### src/rtl/pll_lock_sequencer.sv
// Power-up / lock-loss sequencer for the iCE40 PLL, running on the 12 MHz reference.
// Holds the PLL in reset, waits for a steady lock, then releases the system reset; retries, then faults.
module pll_lock_sequencer #(
    parameter int RST_CYCLES    = 4,
    parameter int LOCK_TIMEOUT  = 1200,
    parameter int STABLE_CYCLES = 16,
    parameter int MAX_RETRIES   = 3,
    localparam int RC_W = (MAX_RETRIES > 0) ? $clog2(MAX_RETRIES + 1) : 1
) (
    input  logic            clock_in,
    input  logic            resetb,
    input  logic            locked,
    input  logic            restart,
    output logic            pll_resetb,
    output logic            sys_reset_n,
    output logic            fault,
    output logic [RC_W-1:0] retry_count
);

    localparam int CNT_MAX_A = (RST_CYCLES > LOCK_TIMEOUT) ? RST_CYCLES : LOCK_TIMEOUT;
    localparam int CNT_MAX   = (CNT_MAX_A > STABLE_CYCLES) ? CNT_MAX_A : STABLE_CYCLES;
    localparam int CNT_W     = (CNT_MAX > 2) ? $clog2(CNT_MAX) : 1;

    localparam logic [CNT_W-1:0] RST_LAST    = CNT_W'(RST_CYCLES - 1);
    localparam logic [CNT_W-1:0] TIMEOUT_LAST = CNT_W'(LOCK_TIMEOUT - 1);
    localparam logic [CNT_W-1:0] STABLE_LAST = CNT_W'(STABLE_CYCLES - 1);
    localparam logic [RC_W-1:0]  RETRY_MAX   = RC_W'(MAX_RETRIES);

    typedef enum logic [2:0] {
        ST_ASSERT_RST = 3'd0,
        ST_WAIT_LOCK  = 3'd1,
        ST_STABLE     = 3'd2,
        ST_RUN        = 3'd3,
        ST_FAULT      = 3'd4
    } state_e;

    state_e           state_q, state_d;
    logic [CNT_W-1:0] cnt_q, cnt_d;
    logic [RC_W-1:0]  retry_q, retry_d;
    logic             lock_meta_q, lock_s_q;
    logic             pll_resetb_q, pll_resetb_d;
    logic             sys_reset_n_q, sys_reset_n_d;
    logic             fault_q, fault_d;
    logic             fail_s;

    // Two-flop synchronizer for the asynchronous PLL lock signal.
    always_ff @(posedge clock_in or negedge resetb) begin
        if (!resetb) begin
            lock_meta_q <= 1'b0;
            lock_s_q    <= 1'b0;
        end else begin
            lock_meta_q <= locked;
            lock_s_q    <= lock_meta_q;
        end
    end

    // Next-state, shared counter, retry budget and next output values.
    always_comb begin
        state_d = state_q;
        cnt_d   = cnt_q;
        retry_d = retry_q;
        fail_s  = 1'b0;
        if (restart) begin
            state_d = ST_ASSERT_RST;
            cnt_d   = '0;
            retry_d = '0;
        end else begin
            case (state_q)
                ST_ASSERT_RST: begin
                    if (cnt_q == RST_LAST) begin
                        cnt_d   = '0;
                        state_d = ST_WAIT_LOCK;
                    end else begin
                        cnt_d = cnt_q + CNT_W'(1);
                    end
                end
                ST_WAIT_LOCK: begin
                    if (lock_s_q) begin
                        cnt_d   = '0;
                        state_d = ST_STABLE;
                    end else if (cnt_q == TIMEOUT_LAST) begin
                        fail_s = 1'b1;
                    end else begin
                        cnt_d = cnt_q + CNT_W'(1);
                    end
                end
                ST_STABLE: begin
                    // A dropout here only restarts the lock wait; it does not spend a retry.
                    if (!lock_s_q) begin
                        cnt_d   = '0;
                        state_d = ST_WAIT_LOCK;
                    end else if (cnt_q == STABLE_LAST) begin
                        cnt_d   = '0;
                        state_d = ST_RUN;
                    end else begin
                        cnt_d = cnt_q + CNT_W'(1);
                    end
                end
                ST_RUN: begin
                    if (!lock_s_q) begin
                        fail_s = 1'b1;
                    end else begin
                        state_d = ST_RUN;
                    end
                end
                ST_FAULT: begin
                    state_d = ST_FAULT;
                end
                default: begin
                    state_d = ST_ASSERT_RST;
                    cnt_d   = '0;
                end
            endcase
            if (fail_s) begin
                cnt_d = '0;
                if (retry_q < RETRY_MAX) begin
                    retry_d = retry_q + RC_W'(1);
                    state_d = ST_ASSERT_RST;
                end else begin
                    state_d = ST_FAULT;
                end
            end else begin
                retry_d = retry_q;
            end
        end
        pll_resetb_d  = (state_d == ST_WAIT_LOCK) || (state_d == ST_STABLE) || (state_d == ST_RUN);
        sys_reset_n_d = (state_d == ST_RUN);
        fault_d       = (state_d == ST_FAULT);
    end

    // State, counter, retry count and registered outputs.
    always_ff @(posedge clock_in or negedge resetb) begin
        if (!resetb) begin
            state_q       <= ST_ASSERT_RST;
            cnt_q         <= '0;
            retry_q       <= '0;
            pll_resetb_q  <= 1'b0;
            sys_reset_n_q <= 1'b0;
            fault_q       <= 1'b0;
        end else begin
            state_q       <= state_d;
            cnt_q         <= cnt_d;
            retry_q       <= retry_d;
            pll_resetb_q  <= pll_resetb_d;
            sys_reset_n_q <= sys_reset_n_d;
            fault_q       <= fault_d;
        end
    end

    assign pll_resetb  = pll_resetb_q;
    assign sys_reset_n = sys_reset_n_q;
    assign fault       = fault_q;
    assign retry_count = retry_q;

endmodule

### config.mk
export PLATFORM = sky130hd
export DESIGN_NAME = pll_lock_sequencer
export DESIGN_NICKNAME = d
export VERILOG_FILES = /design/src/rtl/pll_lock_sequencer.sv
export SDC_FILE = /design/constraint.sdc
export NUM_CORES = 1
export LEC_CHECK = 0
export CORE_UTILIZATION = 40
export CTS_CLUSTER_DIAMETER = 200
export DETAILED_ROUTE_END_ITERATION = 16
export PLACE_DENSITY = 0.58
export REMOVE_ABC_BUFFERS = 1
export SLEW_MARGIN = 20
export SYNTH_ARGS = -nofsm -noshare
export SYNTH_HDL_FRONTEND = slang
export SYNTH_SLANG_ARGS = --single-unit
### constraint.sdc
create_clock -name clock_in -period 2.1 [get_ports clock_in]
set_input_delay 0.21 -clock clock_in [delete_from_list [all_inputs] [get_ports clock_in]]
set_output_delay 0.21 -clock clock_in [all_outputs]
set_load 0.05 [all_outputs]
==> results of run 1 <==
[area by class of cell]
cell class	count	area (um^2)	area share (%)
Tap cell	30	37.54	2.798
Inverter	6	22.52	1.679
Clock buffer	3	22.52	1.679
Sequential cell	21	525.5	39.18
Timing Repair Buffer	19	175.2	13.06
Multi-Input combinational cell	82	553.0	41.23
Clock inverter	1	5.005	0.3731
[registers in the layout (all words and copies together) (netlist names)]
signal / count
cnt_q: 11
lock_meta_q: 1
sys_reset_n: 1
lock_s_q: 1
fault: 1
state_q: 3
pll_resetb: 1
retry_count: 2
[kinds of logic (layout without fill, tap and decap cells)]
logic type | count (synthesis) | count (layout) | share of synthesized area, %
xor+xnor | 4 | 4 | 3.139
mux | 1 | 1 | 0.8969
buf+inv | 10 | 29 | 3.924
fa+ha+maj | 2 | 2 | 2.242
simple gates | 45 | 45 | 22.65
compound gates | 30 | 30 | 20.07
flops | 21 | 21 | 47.08
[through the flow]
step / area (um^2) / instances / setup WS, ns / power [mW]
after floorplan: 1095 / 109 / 0.2450 / 0.4917
after global placement: 1308 / 158 / 0.1922 / 0.5303
after detailed placement: 1308 / 158 / 0.1724 / 0.5333
after CTS: 1335 / 162 / 0.1360 / 0.7310
after global routing: 1341 / 162 / 0.01705 / 0.7643
final: 1341 / 162 / 0.1174 / 0.7271
[path summary, 6_finish.rpt]
path                                          to                  start  slack [ns]
min in group clock_in      lock_meta_q$_DFF_PN0_                 locked        0.33
hold reg to reg               lock_s_q$_DFF_PN0_  lock_meta_q$_DFF_PN0_        0.37
hold / removal                   fault$_DFF_PN0_                 resetb        0.23
setup / recovery           cnt_q[10]$_DFFE_PN0P_   cnt_q[0]$_DFFE_PN0P_        0.12
setup reg to reg           cnt_q[10]$_DFFE_PN0P_   cnt_q[0]$_DFFE_PN0P_        0.12
max in group asynchronous   cnt_q[7]$_DFFE_PN0P_                 resetb        1.66
[worst max-delay path, cell delays in order, from the launching register on]
cell	delay, ns
dfrtp_1	0.44
ha_1	0.25
and3_1	0.24
a311oi_1	0.29
o2111ai_2	0.28
buf_4	0.24
o21ai_0	0.16
[timing repair]
action	CTS	global route
gates resized for setup	0	1
endpoints found under the setup margin	0	4
hold endpoints to repair	0	0
setup buffers	0	0
[cell usage in the layout (no fill, tap or decap), types with 2 or more instances in the layout]
cell / netlist / layout
nor2_1: 6 / 6
nand2b_1: 2 / 2
inv_1: 6 / 6
nand3_1: 3 / 3
o21bai_1: 2 / 2
nand4_1: 3 / 3
a21oi_1: 5 / 5
and3_1: 3 / 3
dfrtp_1: 21 / 21
ha_1: 2 / 2
xnor2_1: 4 / 4
buf_4: 1 / 10
clkdlybuf4s50_1: 0 / 8
o21ai_0: 8 / 8
nor3_1: 6 / 6
a31oi_1: 2 / 2
nand2_1: 14 / 14
clkbuf_4: 0 / 3
a21o_1: 2 / 2
[layer usage]
| layer | GRT usage [%] | vias up | share of wire, % |
|---|---|---|---|
| li1 | - | 450 | - |
| met1 | 23.43 | 431 | 52 |
| met2 | 24.90 | 6 | 45 |
| met3 | 2.500 | 4 | 1.5 |
| met4 | 7.692 | 0 | 1.6 |
| met5 | 0 | - | 0 |
[power groups by stage]
stage	registers (mW)	clock network (mW)	logic (mW)
floorplan	0.449	0	0.0424
global placement	0.443	0	0.0873
detailed placement	0.445	0	0.0885
CTS	0.437	0.205	0.0894
global route	0.441	0.223	0.0998
finish	0.438	0.202	0.0879
==> flow_metrics.env, run 1 <==
export IMPL_grt_usage_pct=16.71
export IMPL_ys_types=38
export IMPL_clock_latency_ns=0.31
export IMPL_gr_total_overflow=0
export IMPL_p_per_area_nw_per_um2=542.1
export IMPL_period_minus_slack_ns=1.983
export IMPL_synth_edff_count=0
export IMPL_routabilityCongestion=0.7564
export IMPL_cts_hold_buf=0
export IMPL_die_x_um=54.82
export IMPL_hold_viol=0
export IMPL_ys_warn_count=0
export IMPL_drive_above_1_share_pct=15.15
export IMPL_finalClockSkew_ns=0.005761
export IMPL_hold_path_class="input pin to asynchronous set/reset pin"
export IMPL_swShare_pct=27.22
export IMPL_drtAntennaViolNets=0
export IMPL_die_h_um=54.82
export IMPL_path_clk_slew_ns=0.13
export IMPL_crit_path_max_fanout=9
export IMPL_async_reset_ff_share_pct=100.0
export IMPL_power_switching_mw=0.1979
export IMPL_irDropWorstVdd_mv=0.3362
export IMPL_die_area_um2=3005
export IMPL_fillers=261
export IMPL_path_class="register to register"
export IMPL_cp_start_kind="register"
export IMPL_areaGrowthSynthToFinish_pct=20.18
export IMPL_worst_slew_pin_slew_ns=0.4935
export IMPL_synth_seq_cells=21
export IMPL_synthFlopType="dfrtp_1"
export IMPL_syn_inst=113
export IMPL_drtIter0Drc=2
export IMPL_wire_per_inst_um=13.41
export IMPL_antenna_cells=0
export IMPL_drcViolationCount=0
export IMPL_final_nets=139
export IMPL_cap_violations=0
export IMPL_cts_root_buf="clkbuf_4"
export IMPL_power_frac_comb_pct=12.1
export IMPL_end_kind="register"
export IMPL_yosys_top_cells_count="21 x dfrtp_1, 14 x nand2_1, 8 x o21ai_0"
export IMPL_tns_ns=0
export IMPL_place_hpwl_um=1595
export IMPL_core_area_um2=2567
export IMPL_critPathRequiredTime_ns=2.33
export IMPL_p_leak_nw=0.6018
export IMPL_grt_pass1_vias=820
export IMPL_final_util_pct=52.24
export IMPL_intPower_mw=0.5292
export IMPL_io_pins=9
export IMPL_setup_viol=0
export IMPL_drt_pass1_iter_count=2
export IMPL_ys_seq_area_share_pct=47.09
export IMPL_fmax_mhz=504.4
export IMPL_outcome="completed"
export IMPL_drv_slew=0
export IMPL_grt_pass1_wl_um=3539
export IMPL_rows=18
export IMPL_max_slew_margin_rel_pct=67.00
export IMPL_cts_made_buffers=3
export IMPL_vias=891
export IMPL_io_buffers=8
export IMPL_syn_avg_cell_area_um2=9.877
export IMPL_initial_core_util_pct=43.47
export IMPL_synth_top_area_share_pct=47.09
export IMPL_hold_slack_ns=0.2297
export IMPL_clkSinkCount=21
export IMPL_timing_final_crit_share_pct=94.41
export IMPL_drt_wl_total_um=2172
export IMPL_grt_max_degree=22
export IMPL_antenna_found_initial=0
export IMPL_cts_max_level=1
export IMPL_syn_area_um2=1116
export IMPL_cts_tree="built"
export IMPL_clock_power_share_pct=27.7
export IMPL_yosysMostFrequentCell="dfrtp_1"
export IMPL_synthTopCellsByArea="dfrtp_1 47%, nand2_1 4.7%, o21ai_0 3.6%, xnor2_1 3.1%, nor3_1 2.7%"
export IMPL_rsz0062_at_grt="false"
export IMPL_clock_path_buffers=2
export IMPL_via_per_inst=5.500
export IMPL_r2r_cells=6
export IMPL_seqPwrFrac_pct=60.2
export IMPL_critPathArrivalTime_ns=2.21
export IMPL_synth_top_area_cell="dfrtp_1"
Note: power is estimated with default switching activity, not from simulation.
==> run 2, diff against run 1 <==
- CAP_MARGIN: default -> 40
==> results of run 2 <==
No change in the layout: final DEF, timing and power equal those of run 1.
==> run 3, diff against run 2 <==
- ABC_AREA: default -> 0
- CORE_MARGIN: default -> 2
==> run 3 against run 2 <==
Clock-buffer cell count stayed put; core utilization is 2.0 points lower; flip-flop and latch count stayed put; final area is 1.6% higher; worst hold slack worse by 0.0029 ns; register-to-register slack hardly changed; combinational power is 13% higher; die area is 7.4% higher; sequential share of layout area is 0.61 points lower; wire length is 1.2% lower.
==> flow_metrics.env, run 3 (synthesized netlist as in run 1, its figures left out) <==
export IMPL_place_hpwl_um=1629
export IMPL_cts_tree="built"
export IMPL_die_h_um=56.82
export IMPL_grt_pass1_vias=893
export IMPL_r2r_cells=7
export IMPL_intPower_mw=0.5347
export IMPL_drtAntennaViolNets=0
export IMPL_grt_usage_pct=15.56
export IMPL_io_pins=9
export IMPL_place_inst=161
export IMPL_power_switching_mw=0.1954
export IMPL_drive_above_1_share_pct=17.16
export IMPL_largest_reg_flops=11
export IMPL_fmax_mhz=507.1
export IMPL_cp_start_kind="register"
export IMPL_power_frac_comb_pct=13.6
export IMPL_drv_slew=0
export IMPL_via_per_inst=5.448
export IMPL_tns_ns=0
export IMPL_path_clk_slew_ns=0.12
export IMPL_swShare_pct=26.76
export IMPL_cap_violations=0
export IMPL_core_area_um2=2710
export IMPL_rows=19
export IMPL_regArea_um2=525.5
export IMPL_critPathRequiredTime_ns=2.31
export IMPL_final_cell_mix="21 x dfrtp_1, 14 x nand2_1, 13 x buf_4, 8 x o21ai_0, 8 x clkdlybuf4s50_1"
export IMPL_die_area_um2=3229
export IMPL_end_kind="register"
export IMPL_outcome="completed"
export IMPL_crit_path_max_fanout=4
export IMPL_max_slew_margin_rel_pct=67.17
export IMPL_drt_pass1_iter_count=4
export IMPL_drtIter0Drc=12
export IMPL_hold_viol=0
export IMPL_p_per_area_nw_per_um2=535.8
export IMPL_timing_final_crit_share_pct=93.90
export IMPL_antenna_cells=0
export IMPL_hold_path_class="input pin to asynchronous set/reset pin"
export IMPL_antenna_found_initial=0
export IMPL_clkSinkCount=21
export IMPL_cts_root_buf="clkbuf_4"
export IMPL_grt_max_degree=22
export IMPL_period_minus_slack_ns=1.972
export IMPL_fillers=267
export IMPL_post_cts_buffers=0
export IMPL_seqPwrFrac_pct=59.5
export IMPL_rsz0062_at_grt="false"
export IMPL_wire_per_inst_um=13.01
export IMPL_clock_latency_ns=0.30
export IMPL_largest_register="cnt_q"
export IMPL_grt_pass1_wl_um=3891
export IMPL_gr_total_overflow=0
export IMPL_final_nets=141
export IMPL_max_stage_delay_ns=0.45
export IMPL_cts_max_level=1
export IMPL_clock_path_buffers=2
export IMPL_irDropWorstVdd_mv=0.5307
export IMPL_io_buffers=8
export IMPL_final_cells=165
export IMPL_path_cells="ha_1 > and3_1 > buf_4 > nand4_2 > a2111oi_4 > mux2i_1 > nor2_1"
export IMPL_clock_power_share_pct=26.9
export IMPL_drcViolationCount=0
export IMPL_critPathArrivalTime_ns=2.18
export IMPL_initial_core_util_pct=41.18
export IMPL_cts_made_buffers=3
export IMPL_multi_input_area_um2=570.5
export IMPL_die_x_um=56.82
export IMPL_setup_viol=0
export IMPL_path_class="register to register"
export IMPL_slowest_stage="a2111oi_4"
export IMPL_finalClockSkew_ns=0.006917
export IMPL_vias=899
export IMPL_cts_hold_buf=0
export IMPL_drt_wl_total_um=2147
export IMPL_layout_commonest_cell="dfrtp_1"
export IMPL_worst_slew_pin_slew_ns=0.4909
export IMPL_routabilityCongestion=0.7913
export IMPL_p_leak_nw=0.6109
export IMPL_areaGrowthSynthToFinish_pct=22.09
## run 3: cell types whose count changed in the layout (fill, tap and decap cells not counted)
| cell | before | now |
|---|---|---|
| o2111ai_4 | 0 | 1 |
| a311oi_1 | 1 | 0 |
| a311oi_2 | 0 | 1 |
| buf_12 | 1 | 0 |
| buf_4 | 10 | 13 |
| o2111ai_2 | 1 | 0 |
## run 3: timing repair
action,4_1_cts,5_1_grt
endpoints found under the setup margin,0,11
hold endpoints to repair,0,0
resized for setup,0,3
## run 3: final cells by class
type	instances	share of cell area [%]
clock buffer	3	1.653
timing repair buffer	21	13.04
clock inverter	1	0.3673
multi-input combinational	82	41.87
tap	31	2.847
inverter	6	1.653
sequential	21	38.57
## run 3: power by group through the flow
stage                     registers, mW  logic, mW  clock network [mW]
final                             0.435     0.0991               0.196
after global routing              0.438      0.110               0.221
after CTS                         0.434     0.0963               0.201
after detailed placement          0.442     0.0954                   0
after global placement            0.441     0.0932                   0
after floorplan                   0.449     0.0424                   0
## run 3: path summary, 6_finish.rpt
path                                  startpoint                         end  slack [ns]
setup / recovery            cnt_q[1]$_DFFE_PN0P_  retry_count[1]$_DFFE_PN0P_        0.13
hold / removal                            resetb        state_q[2]$_DFF_PN0_        0.23
setup reg to reg            cnt_q[1]$_DFFE_PN0P_  retry_count[1]$_DFFE_PN0P_        0.13
hold reg to reg            lock_meta_q$_DFF_PN0_          lock_s_q$_DFF_PN0_        0.36
max in group asynchronous                 resetb        cnt_q[5]$_DFFE_PN0P_        1.66
min in group clock_in                     locked       lock_meta_q$_DFF_PN0_        0.33
## run 3: stage by stage
step	util, %	worst slack, ns	area (um^2)	hold WS, ns	total power [mW]
after global placement	48.38	0.1425	1311	0.3337	0.5344
after floorplan	-	0.2450	1095	-0.08559	0.4917
after global routing	50.28	0.01331	1363	0.2295	0.7695
after CTS	49.40	0.006870	1339	0.2329	0.7319
after detailed placement	48.38	0.04819	1311	0.3347	0.5378
final	50.28	0.1280	1363	0.2268	0.7301
## run 3: critical path, delay by kind of cell (launching register included)
kind / cells / cell delay [ns]
compound gates: 1 / 0.45
fa+ha+maj: 1 / 0.22
buf+inv: 1 / 0.15
flops: 1 / 0.41
mux: 1 / 0.23
simple gates: 3 / 0.44
## run 3: per-layer routing
metal | global-route usage, % | routed length [um] | vias to the layer above
met1 | 21.08 | 1023 | 432
met4 | 6.977 | 18 | 0
li1 | - | - | 453
met5 | 0 | 0 | -
met3 | 2.304 | 59 | 2
met2 | 24.58 | 1046 | 12
